**config.mk**
```make
export PLATFORM = sky130hd
export DESIGN_NAME = perceptron_mac
export DESIGN_NICKNAME = d
export VERILOG_FILES = /design/src/rtl/perceptron_mac.sv
export SDC_FILE = /design/constraint.sdc
export NUM_CORES = 1
export LEC_CHECK = 0
export BUFFER_PORTS_ARGS = -buffer_cell sky130_fd_sc_hd__clkbuf_2
export CAP_MARGIN = 5
export CELL_PAD_IN_SITES_DETAIL_PLACEMENT = 1
export CELL_PAD_IN_SITES_GLOBAL_PLACEMENT = 1
export CORE_UTILIZATION = 52
export CTS_CLUSTER_DIAMETER = 200
export DETAILED_ROUTE_END_ITERATION = 10
export GPL_TIMING_DRIVEN = 0
export PLACE_DENSITY_LB_ADDON = 0.05
export SLEW_MARGIN = 10
export SYNTH_ARGS = -nofsm -noshare
export SYNTH_HDL_FRONTEND = slang
export SYNTH_SLANG_ARGS = --single-unit
```
**constraint.sdc**
```tcl
create_clock -name clk -period 13.7 [get_ports clk]
set_clock_uncertainty 0.05 [all_clocks]
set_input_delay 0.685 -clock clk [delete_from_list [all_inputs] [get_ports clk]]
set_output_delay 0.685 -clock clk [all_outputs]
set_load 0.05 [all_outputs]
```
**src/rtl/perceptron_mac.sv**
```systemverilog
// Perceptron compute engine: streams N_INPUTS input/weight pairs from the register
// banks, accumulates the signed products plus bias, and applies a step activation.
module perceptron_mac #(
    parameter int unsigned N_INPUTS = 8,
    parameter int unsigned DATA_W   = 8,
    parameter int unsigned ACC_W    = 20,
    parameter int unsigned ADDR_W   = 3
) (
    input  logic                     clk,
    input  logic                     rst,
    input  logic                     start,
    input  logic signed [DATA_W-1:0] bias,
    output logic                     rd_en,
    output logic        [ADDR_W-1:0] rd_addr,
    input  logic signed [DATA_W-1:0] in_data,
    input  logic signed [DATA_W-1:0] w_data,
    output logic                     busy,
    output logic                     done,
    output logic signed [ACC_W-1:0]  acc_out,
    output logic                     y
);

    localparam int unsigned PROD_W = 2 * DATA_W;
    localparam logic [ADDR_W-1:0] LAST_ADDR = ADDR_W'(N_INPUTS - 1);

    typedef enum logic [1:0] {
        IDLE  = 2'd0,
        READ  = 2'd1,
        DRAIN = 2'd2,
        ACT   = 2'd3
    } state_t;

    state_t                    state_q;
    logic signed [DATA_W-1:0]  bias_q;
    logic signed [ACC_W-1:0]   acc_q;
    logic                      data_vld_q;
    logic                      rd_en_q;
    logic        [ADDR_W-1:0]  rd_addr_q;
    logic                      busy_q;
    logic                      done_q;
    logic signed [ACC_W-1:0]   acc_out_q;
    logic                      y_q;

    logic signed [PROD_W-1:0]  prod_c;
    logic signed [ACC_W-1:0]   acc_d;
    logic signed [ACC_W-1:0]   sum_d;

    // Bank data arrives one cycle after each read strobe; fold it in on that edge.
    always_comb begin
        prod_c = in_data * w_data;
        acc_d  = acc_q;
        if (data_vld_q) begin
            acc_d = acc_q + ACC_W'(prod_c);
        end
        sum_d = acc_d + ACC_W'(bias_q);
    end

    always_ff @(posedge clk) begin
        if (rst) begin
            state_q    <= IDLE;
            bias_q     <= '0;
            acc_q      <= '0;
            data_vld_q <= 1'b0;
            rd_en_q    <= 1'b0;
            rd_addr_q  <= '0;
            busy_q     <= 1'b0;
            done_q     <= 1'b0;
            acc_out_q  <= '0;
            y_q        <= 1'b0;
        end else begin
            data_vld_q <= rd_en_q;
            done_q     <= 1'b0;
            unique case (state_q)
                IDLE: begin
                    if (start) begin
                        bias_q    <= bias;
                        acc_q     <= '0;
                        rd_en_q   <= 1'b1;
                        rd_addr_q <= '0;
                        busy_q    <= 1'b1;
                        state_q   <= READ;
                    end
                end
                READ: begin
                    acc_q <= acc_d;
                    if (rd_addr_q == LAST_ADDR) begin
                        rd_en_q <= 1'b0;
                        state_q <= DRAIN;
                    end else begin
                        rd_addr_q <= rd_addr_q + ADDR_W'(1);
                    end
                end
                // Final product lands here; result and done go out together.
                DRAIN: begin
                    acc_q     <= acc_d;
                    acc_out_q <= sum_d;
                    y_q       <= ~sum_d[ACC_W-1];
                    done_q    <= 1'b1;
                    state_q   <= ACT;
                end
                ACT: begin
                    busy_q  <= 1'b0;
                    state_q <= IDLE;
                end
                default: state_q <= IDLE;
            endcase
        end
    end

    assign rd_en   = rd_en_q;
    assign rd_addr = rd_addr_q;
    assign busy    = busy_q;
    assign done    = done_q;
    assign acc_out = acc_out_q;
    assign y       = y_q;

endmodule
```
==> impl_metrics.ini, run 1 <==
[floorplanning]
die_y_um = 118
coreArea_um2 = 12800
start_util = 0.542
fp.dieArea_um2 = 13800
io_pins = 54
die_w_um = 118
rows = 41

[sta]
fin_crit_ns = 7.98
max_freq_mhz = 125
final.setup.tns_ns = 0
fin_crit_sh = 0.582
finalHoldViolCount = 0
drv_slew = 0
finalSetupViolations = 0
rsz0062_at_grt = no
relSlewSlack = 0.333
worst_pin_slew_ns = 1.00

[global_routing]
grt_antenna_before_repair = 0
grt_max_degree = 17
grt.overflow.total = 0
grt_usage = 0.288
grt_pass1_wl_um = 31900
grt_pass1_vias = 6634

[finish]
insertedDiodeCount = 0
final_area_um2 = 7750
layout_common_cells = 98 x inv_1, 89 x fa_1, 85 x nand2_1, 73 x ha_1, 69 x nor2_1
final_util = 0.605
drive_gt1_frac = 0.106
layout_commonest_cell = inv_1
layout.nets = 1035
seq_area_um2 = 1160
nFillCells = 1543
multi_input_area_um2 = 5300
syn_to_final_growth_pct = 11.5

[clock_tree]
ctsHoldBuffers = 0
htree_levels = 3
cts_resized = 0
cts_buffers = 9
post-cts-setup-buffer-count = 0
cts_root_buf = clkbuf_16
cts_tree = yes
clkTransAtPathRegs_ns = 0.06
clock_latency_ns = 0.34
cts.sinks = 58
clk_path_buf_depth = 2

[setup_path]
critPathArrivalTime_ns = 8.17
setup.worst_path.end_class = flip-flop
crit_path_start_kind = input pin
crit_type = input pin to flip-flop
cp.required_ns = 13.89
cp_max_fo = 13

[min_path]
hp-class = flip-flop to flip-flop

[logic_synthesis]
synth_edf_count = 0
syn_area_um2 = 6950
synth_top_family_by_area = adder cells
synth-compound-area-share = 0.155
synthXorXnorAreaFrac = 0.0378
async_reset_ff_frac = 0
synth_top_area_frac = 0.256
syn_avg_cell_area_um2 = 8.87
yosys_most_used_dff = dfxtp_1
yosysWarnings = 0
synth_fa_ha_area_frac = 0.388
synthTopCellsByArea = fa_1 26%, dfxtp_1 17%, ha_1 13%
synth_simple_gate_area_frac = 0.157
seq_area_frac_synth = 0.167
synthesis.instances = 784
synth-seq-cells = 58
ys_types = 62
synth_nets = 973
yosysTopAreaCell = fa_1
synthMuxAreaShare = 0.0239

[drt]
vias_per_cell = 5.75
num_vias = 5882
antenna_left = 0
drt_iter0_markers = 209
dr.pass1.iters = 4
post_drt_wl_per_cell_um = 18.4
drc = 0
wl_um = 18800

[pwr]
ir_drop_v = 0.000196
cellPowerDensity_nw_per_um2 = 232
leakage_uw = 0.00366

[run_status]
status = finished clean

[placement]
place_congestion = 0.856
placed_cell_area_um2 = 7420
dpl.hpwl_um = 15300
port-buffer-count = 51

[job]
drv_cap = 0
-- registers in the layout, summed over array words and instances (netlist names) --
name and count:
busy 1, acc_out 20, rd_en 1, acc_q 20, y 1, state_q 2, done 1, bias_q 8
data_vld_q 1, rd_addr 3
-- cell usage after synthesis, drive strengths merged, types with 3 or more instances --
library cell	n
a211oi	11
a21o	8
a21oi	52
a22oi	12
a31oi	7
and2	35
and3	5
clkbuf	17
clkinv	3
dfxtp	58
fa	89
ha	73
inv	98
mux2	5
mux2i	11
nand2	85
nand3	4
nand4	7
nor2	69
nor2b	6
nor3	10
nor3b	3
o211ai	5
o21a	10
o21ai	24
o21bai	5
o22ai	5
o31ai	3
or3	4
xnor2	24
xor2	6
-- logic make-up after synthesis --
group | Yosys count
and+or+nand+nor | 237
adders and majority gates | 162
AOI/OAI and AO/OA | 160
buffers and inverters | 121
DFF | 58
xor gates and xnor gates | 30
muxes | 16
-- area by class of cell --
type / instances / share of cell area
multi-input cells: 605 / 0.684
repair buffers: 51 / 0.0329
flip-flops and latches: 58 / 0.150
clock inverters: 6 / 0.0116
plain buffers: 20 / 0.0147
inverters: 101 / 0.0489
clock buffers: 10 / 0.0308
well taps: 172 / 0.0278
-- worst paths after layout --
check | start | endpoint | slack (ns) | cells after the start
hold / removal | bias_q[0]$_SDFFE_PP0P_ | bias_q[0]$_SDFFE_PP0P_ | 0.43 | 2
setup reg to reg | acc_q[6]$_SDFFE_PP0P_ | y$_SDFFE_PP0P_ | 6.54 | 23
setup / recovery | in_data[7] | y$_SDFFE_PP0P_ | 5.72 | 22
hold reg to reg | bias_q[0]$_SDFFE_PP0P_ | bias_q[0]$_SDFFE_PP0P_ | 0.43 | 2
-- power breakdown --
| group | leakage (uW) | internal (uW) | total, uW | switching (uW) |
|---|---|---|---|---|
| Combinational | 0.00304 | 515 | 1320 | 810 |
| Sequential | 0.000471 | 199 | 226 | 27.4 |
| Clock | 0.000159 | 164 | 251 | 86.3 |
| Total | 0.00366 | 878 | 1800 | 924 |
-- stage by stage --
step	power [uW]	setup slack (ns)	hold WS, ns	cells
global route	1970	5.31	0.449	1023
detailed placement	1540	5.53	0.420	1007
CTS	1800	5.79	0.427	1023
global placement	1460	5.78	0.401	1007
floorplan	1220	6.70	0.391	784
finish	1800	5.72	0.427	1023
-- per-layer routing --
layer  vias up  part of all wire  global-route usage
met2        88              0.54               0.534
li1       2747                 -                   -
met5         -                 0                   0
met1      3011              0.41               0.338
met3        36             0.026              0.0484
met4         0             0.022              0.0785
-- worst max-delay path, stage by stage --
cell,delay (ns)
clkbuf_2,0.18
and2_1,0.74
inv_1,0.14
fa_1,0.51
inv_1,0.05
fa_1,0.48
fa_1,0.52
fa_1,0.55
fa_1,0.43
ha_1,0.33
o21ai_0,0.20
a31oi_1,0.39
a41o_1,0.35
o21ai_0,0.13
o311ai_0,0.59
ha_1,0.33
inv_1,0.10
a21oi_1,0.36
o311a_1,0.31
a2111oi_4,0.06
or3_1,0.43
a311oi_2,0.28
Power figures use the tool's default switching activity.
==> run 2: changes to the inputs <==
Settings changed: CORE_UTILIZATION 52 to 48.
Clock period 13.7 ns to 7.7 ns, I/O delays scaled along.
==> run 2 against run 1 <==
  * Sequential power grew 78%
  * Clock-buffer cell count grew 2
  * First-iteration DRC count shrank 13%
  * Total power grew 74%
  * Cell count grew 0.68%
  * Register-to-register slack lost 5.8 ns
  * Utilization shrank 5.3 points
  * Global-route usage shrank 2.8 points
  * Die area grew 8.2%
  * Sequential cell count is the same
  * Wire length shrank 4.3%
  * Worst hold slack lost 0.20 ns
==> impl_metrics.ini, run 2 (synthesized netlist as in run 1, its figures left out) <==
[drt]
drc = 0
post_drt_wl_per_cell_um = 17.5
wl_um = 18000
antenna_left = 0
drt_iter0_markers = 181
dr.pass1.iters = 4
num_vias = 5744
vias_per_cell = 5.58

[setup_path]
setup.worst_path.end_class = flip-flop
cp_max_fo = 12
critPathArrivalTime_ns = 7.49
cp_slowest_cell = and2_1
cp.required_ns = 7.89
crit_path_start_kind = input pin
crit_chain = clkbuf_1 > and2_1 > fa_1 > fa_1 > fa_1 > fa_1 > ha_1 > ha_1 > o21ai_1 > a21oi_1 > a21oi_1 > o31ai_1 > a21oi_1 > xnor2_1 > mux2_2 > ha_1 > nand2_1 > a21oi_1 > o311a_1 > a2111oi_4 > or3_1 > a311oi_2
max_stage_delay_ns = 0.65
crit_type = input pin to flip-flop

[clock_tree]
cts.sinks = 58
clk_path_buf_depth = 2
post-cts-setup-buffer-count = 0
cts_buffers = 9
htree_levels = 3
cts_root_buf = clkbuf_16
cts_tree = yes
clkTransAtPathRegs_ns = 0.05
ctsHoldBuffers = 0
clock_latency_ns = 0.33

[floorplanning]
io_pins = 54
rows = 43
die_w_um = 122
coreArea_um2 = 14000
start_util = 0.497
fp.dieArea_um2 = 15000
die_y_um = 122

[pwr]
seqPwrFrac = 0.129
ir_drop_v = 0.000469
leakage_uw = 0.00365
switchingPower_uw = 1600
intPower_uw = 1530
cellPowerDensity_nw_per_um2 = 405
netSwitchingFraction = 0.512
power_frac_comb = 0.746
p_clk_frac = 0.126

[sta]
fin_crit_sh = 0.949
drv_slew = 0
final.setup.tns_ns = 0
max_freq_mhz = 137
worst_pin_slew_ns = 0.972
fin_crit_ns = 7.30
rsz0062_at_grt = no
finalSetupViolations = 0
relSlewSlack = 0.352
hold_slack_ns = 0.230
finalHoldViolCount = 0

[finish]
layout_commonest_cell = inv_1
drive_gt1_frac = 0.104
layout.nets = 1035
layout_common_cells = 98 x inv_1, 89 x fa_1, 85 x nand2_1, 73 x ha_1, 69 x nor2_1
syn_to_final_growth_pct = 11.0
insertedDiodeCount = 0
final_util = 0.552

[global_routing]
grt.overflow.total = 0
grt_usage = 0.259
grt_pass1_vias = 6142
grt_max_degree = 17
grt_pass1_wl_um = 30100
grt_antenna_before_repair = 0

[placement]
dpl.hpwl_um = 15100
port-buffer-count = 51
place_congestion = 0.872

[run_status]
status = finished clean

[min_path]
hp-class = input pin to flip-flop

[job]
drv_cap = 0
## run 2: per-layer routing
| layer | global-route usage | share of wire | vias to the layer above | wire length, um |
|---|---|---|---|---|
| li1 | - | - | 2746 | - |
| met1 | 0.330 | 0.44 | 2918 | 7870 |
| met2 | 0.460 | 0.53 | 67 | 9570 |
| met3 | 0.0381 | 0.022 | 13 | 397 |
| met4 | 0.0617 | 0.011 | 0 | 192 |
| met5 | 0 | 0 | - | 0 |
## run 2: worst max-delay path: cells and delay by family
family	cells	cell delay, ns
buf+inv	1	0.30
fa+ha+maj	7	3.07
compound gates	9	2.20
mux	1	0.27
simple gates	3	1.13
xor+xnor	1	0.14
## run 2: repair_timing
action / 4_1_cts / 5_1_grt
resized for setup: 0 / 1
endpoints found under the setup margin: 0 / 2
hold endpoints to repair: 0 / 0
## run 2: path summary, 6_finish.rpt
| check | from | slack [ns] | cells past startpoint | to |
|---|---|---|---|---|
| min | bias[3] | 0.23 | 3 | bias_q[3]$_SDFFE_PP0P_ |
| min reg2reg | bias_q[3]$_SDFFE_PP0P_ | 0.43 | 2 | bias_q[3]$_SDFFE_PP0P_ |
| max reg2reg | acc_q[6]$_SDFFE_PP0P_ | 0.76 | 24 | y$_SDFFE_PP0P_ |
| max | w_data[1] | 0.40 | 22 | y$_SDFFE_PP0P_ |
## run 2: power by group through the flow
stage	clock network (uW)	registers [uW]	logic [uW]
after floorplan	0	485	1680
after detailed placement	0	408	2330
after CTS	401	403	2350
after global routing	414	409	2630
after global placement	0	405	2210
final	394	402	2330
## run 2: area by class of cell
class	instances	area, um^2
fillers	1680	6270
multi-input cells	605	5300
flip-flops and latches	58	1160
inverters	101	379
repair buffers	51	255
clock buffers	12	246
well taps	180	225
plain buffers	20	114
clock inverters	3	40.0
## run 2: through the flow
step	worst slack (ns)	cell area [um^2]	std cells	power, uW
3_5_place_dp	-0.201	7430	1015	2740
4_1_cts	0.102	7720	1030	3150
3_3_place_gp	0.0389	7430	1015	2620
5_1_grt	0.0185	7720	1030	3450
6_report	0.396	7720	1030	3130
2_1_floorplan	1.00	6950	784	2170
==> run 3: changes to the inputs <==
Settings changed: ABC_CLOCK_PERIOD_IN_PS set to 7700, CORE_UTILIZATION 48 to 44.
==> run 3 against run 2 <==
  * Sequential cell count unchanged
  * First-iteration DRC count rose by 3.9%
  * Clock-buffer cell count fell by 2
  * Wire length is 0.37% lower
  * Largest cell class unchanged
  * Highest routed layer unchanged
==> impl_metrics.ini, run 3 (synthesized netlist as in run 1, its figures left out) <==
[placement]
place_congestion = 0.842
dpl.hpwl_um = 15200
dp.cells = 1046
placed_cell_area_um2 = 7470
port-buffer-count = 51

[setup_path]
setup.worst_path.end_class = flip-flop
crit_path_start_kind = input pin
cp_slowest_cell = fa_1
crit_type = input pin to flip-flop
cp_max_fo = 13
cp.required_ns = 7.89
max_stage_delay_ns = 0.57
critPathArrivalTime_ns = 7.38
r2r_setup_slack_ns = 0.83
crit_chain = clkbuf_2 > and2_2 > inv_1 > fa_1 > inv_1 > fa_1 > fa_1 > fa_1 > fa_1 > ha_1 > o21ai_1 > o2bb2ai_1 > a31oi_1 > a41o_1 > o21ai_0 > o311ai_0 > ha_1 > inv_1 > a21oi_1 > o311a_1 > a2111oi_4 > or3_1 > a311oi_2
crit_top_cell = fa_1

[pwr]
p_clk_frac = 0.123
total_power_uw = 3140
power_frac_comb = 0.749
intPower_uw = 1520
leakage_uw = 0.00365
switchingPower_uw = 1620
cellPowerDensity_nw_per_um2 = 405
netSwitchingFraction = 0.516
ir_drop_v = 0.000342
seqPwrFrac = 0.128

[sta]
finalSetupViolations = 0
finalHoldViolCount = 0
max_freq_mhz = 139
final.setup.tns_ns = 0
hold_slack_ns = 0.223
worst_pin_slew_ns = 0.964
rsz0062_at_grt = no
fin_crit_ns = 7.18
drv_slew = 0
fin_crit_sh = 0.933
relSlewSlack = 0.357

[global_routing]
grt_usage = 0.245
grt_pass1_vias = 6268
grt.overflow.total = 0
grt_max_degree = 17
grt_antenna_before_repair = 0
grt_pass1_wl_um = 31000

[floorplanning]
start_util = 0.454
io_pins = 54
rows = 45
fp.dieArea_um2 = 16300
die_y_um = 128
coreArea_um2 = 15300
die_w_um = 128

[drt]
drc = 0
dr.pass1.iters = 4
vias_per_cell = 5.42
post_drt_wl_per_cell_um = 16.9
wl_um = 18000
num_vias = 5753
antenna_left = 0
drt_iter0_markers = 188

[finish]
layout.nets = 1035
drive_gt1_frac = 0.106
layout_commonest_cell = inv_1
seq_area_um2 = 1160
syn_to_final_growth_pct = 11.6
multi_input_area_um2 = 5300
insertedDiodeCount = 0
fin_cells = 1061
nFillCells = 1817
layout_common_cells = 98 x inv_1, 89 x fa_1, 85 x nand2_1, 73 x ha_1, 69 x nor2_1
final_area_um2 = 7760

[clock_tree]
clkTransAtPathRegs_ns = 0.05
clock_latency_ns = 0.33
htree_levels = 3
cts_buffers = 9
post-cts-setup-buffer-count = 0
cts_root_buf = clkbuf_16
ctsHoldBuffers = 0
clk_path_buf_depth = 2
cts.sinks = 58
cts_tree = yes

[run_status]
status = finished clean

[job]
drv_cap = 0

[min_path]
hp-class = input pin to flip-flop
-- run 3: cell types whose count changed in the layout (fill, tap and decap cells not counted) --
| cell | previous run | this run |
|---|---|---|
| clkinv_4 | 0 | 1 |
| clkbuf_1 | 17 | 16 |
| and2_1 | 34 | 33 |
| clkinvlp_4 | 0 | 1 |
| clkbuf_8 | 3 | 2 |
| and2_2 | 1 | 2 |
-- run 3: final cells by class --
class | instances | area share
multi-input cells | 605 | 0.683
flip-flops and latches | 58 | 0.150
inverters | 101 | 0.0488
well taps | 211 | 0.0340
repair buffers | 51 | 0.0329
clock buffers | 10 | 0.0295
plain buffers | 20 | 0.0147
clock inverters | 5 | 0.00725
-- run 3: routing by layer --
metal / routed length (um) / vias to the layer above / track usage
met1: 7930 / 2921 / 0.311
met3: 373 / 22 / 0.0280
met4: 266 / 0 / 0.0602
met5: 0 / - / 0
met2: 9390 / 61 / 0.442
li1: - / 2749 / -
-- run 3: critical path, delay by kind of cell --
family / cells / cell delay, ns
AO/OA/AOI/OAI: 10 / 2.60
adder cells (fa/ha/maj): 7 / 3.07
buffers and inverters: 4 / 0.46
AND/OR/NAND/NOR: 2 / 0.88
-- run 3: power groups by stage --
| stage | Sequential, uW | Combinational, uW | Clock, uW |
|---|---|---|---|
| after floorplan | 485 | 1680 | 0 |
| after detailed placement | 409 | 2360 | 0 |
| after global routing | 410 | 2660 | 408 |
| after global placement | 405 | 2230 | 0 |
| after CTS | 403 | 2380 | 393 |
| final | 402 | 2350 | 387 |
-- run 3: final timing paths --
kind,startpoint,to,cells past startpoint
worst max-delay path,in_data[7],y$_SDFFE_PP0P_,23
worst min-delay path,bias[2],bias_q[2]$_SDFFE_PP0P_,3
worst max register to register,acc_q[6]$_SDFFE_PP0P_,y$_SDFFE_PP0P_,23
worst min register to register,acc_out[15]$_SDFFE_PP0P_,acc_out[15]$_SDFFE_PP0P_,2
-- run 3: timing repair --
item | in CTS | in global routing
endpoints found under the setup margin | 0 | 2
resized for setup | 0 | 2
endpoints found under the hold margin | 0 | 0
-- run 3: through the flow --
step	setup WS (ns)	util
global placement	0.0114	0.488
finish	0.518	0.507
floorplan	1.00	-
detailed placement	-0.157	0.488
CTS	0.127	0.507
global route	0.0286	0.507
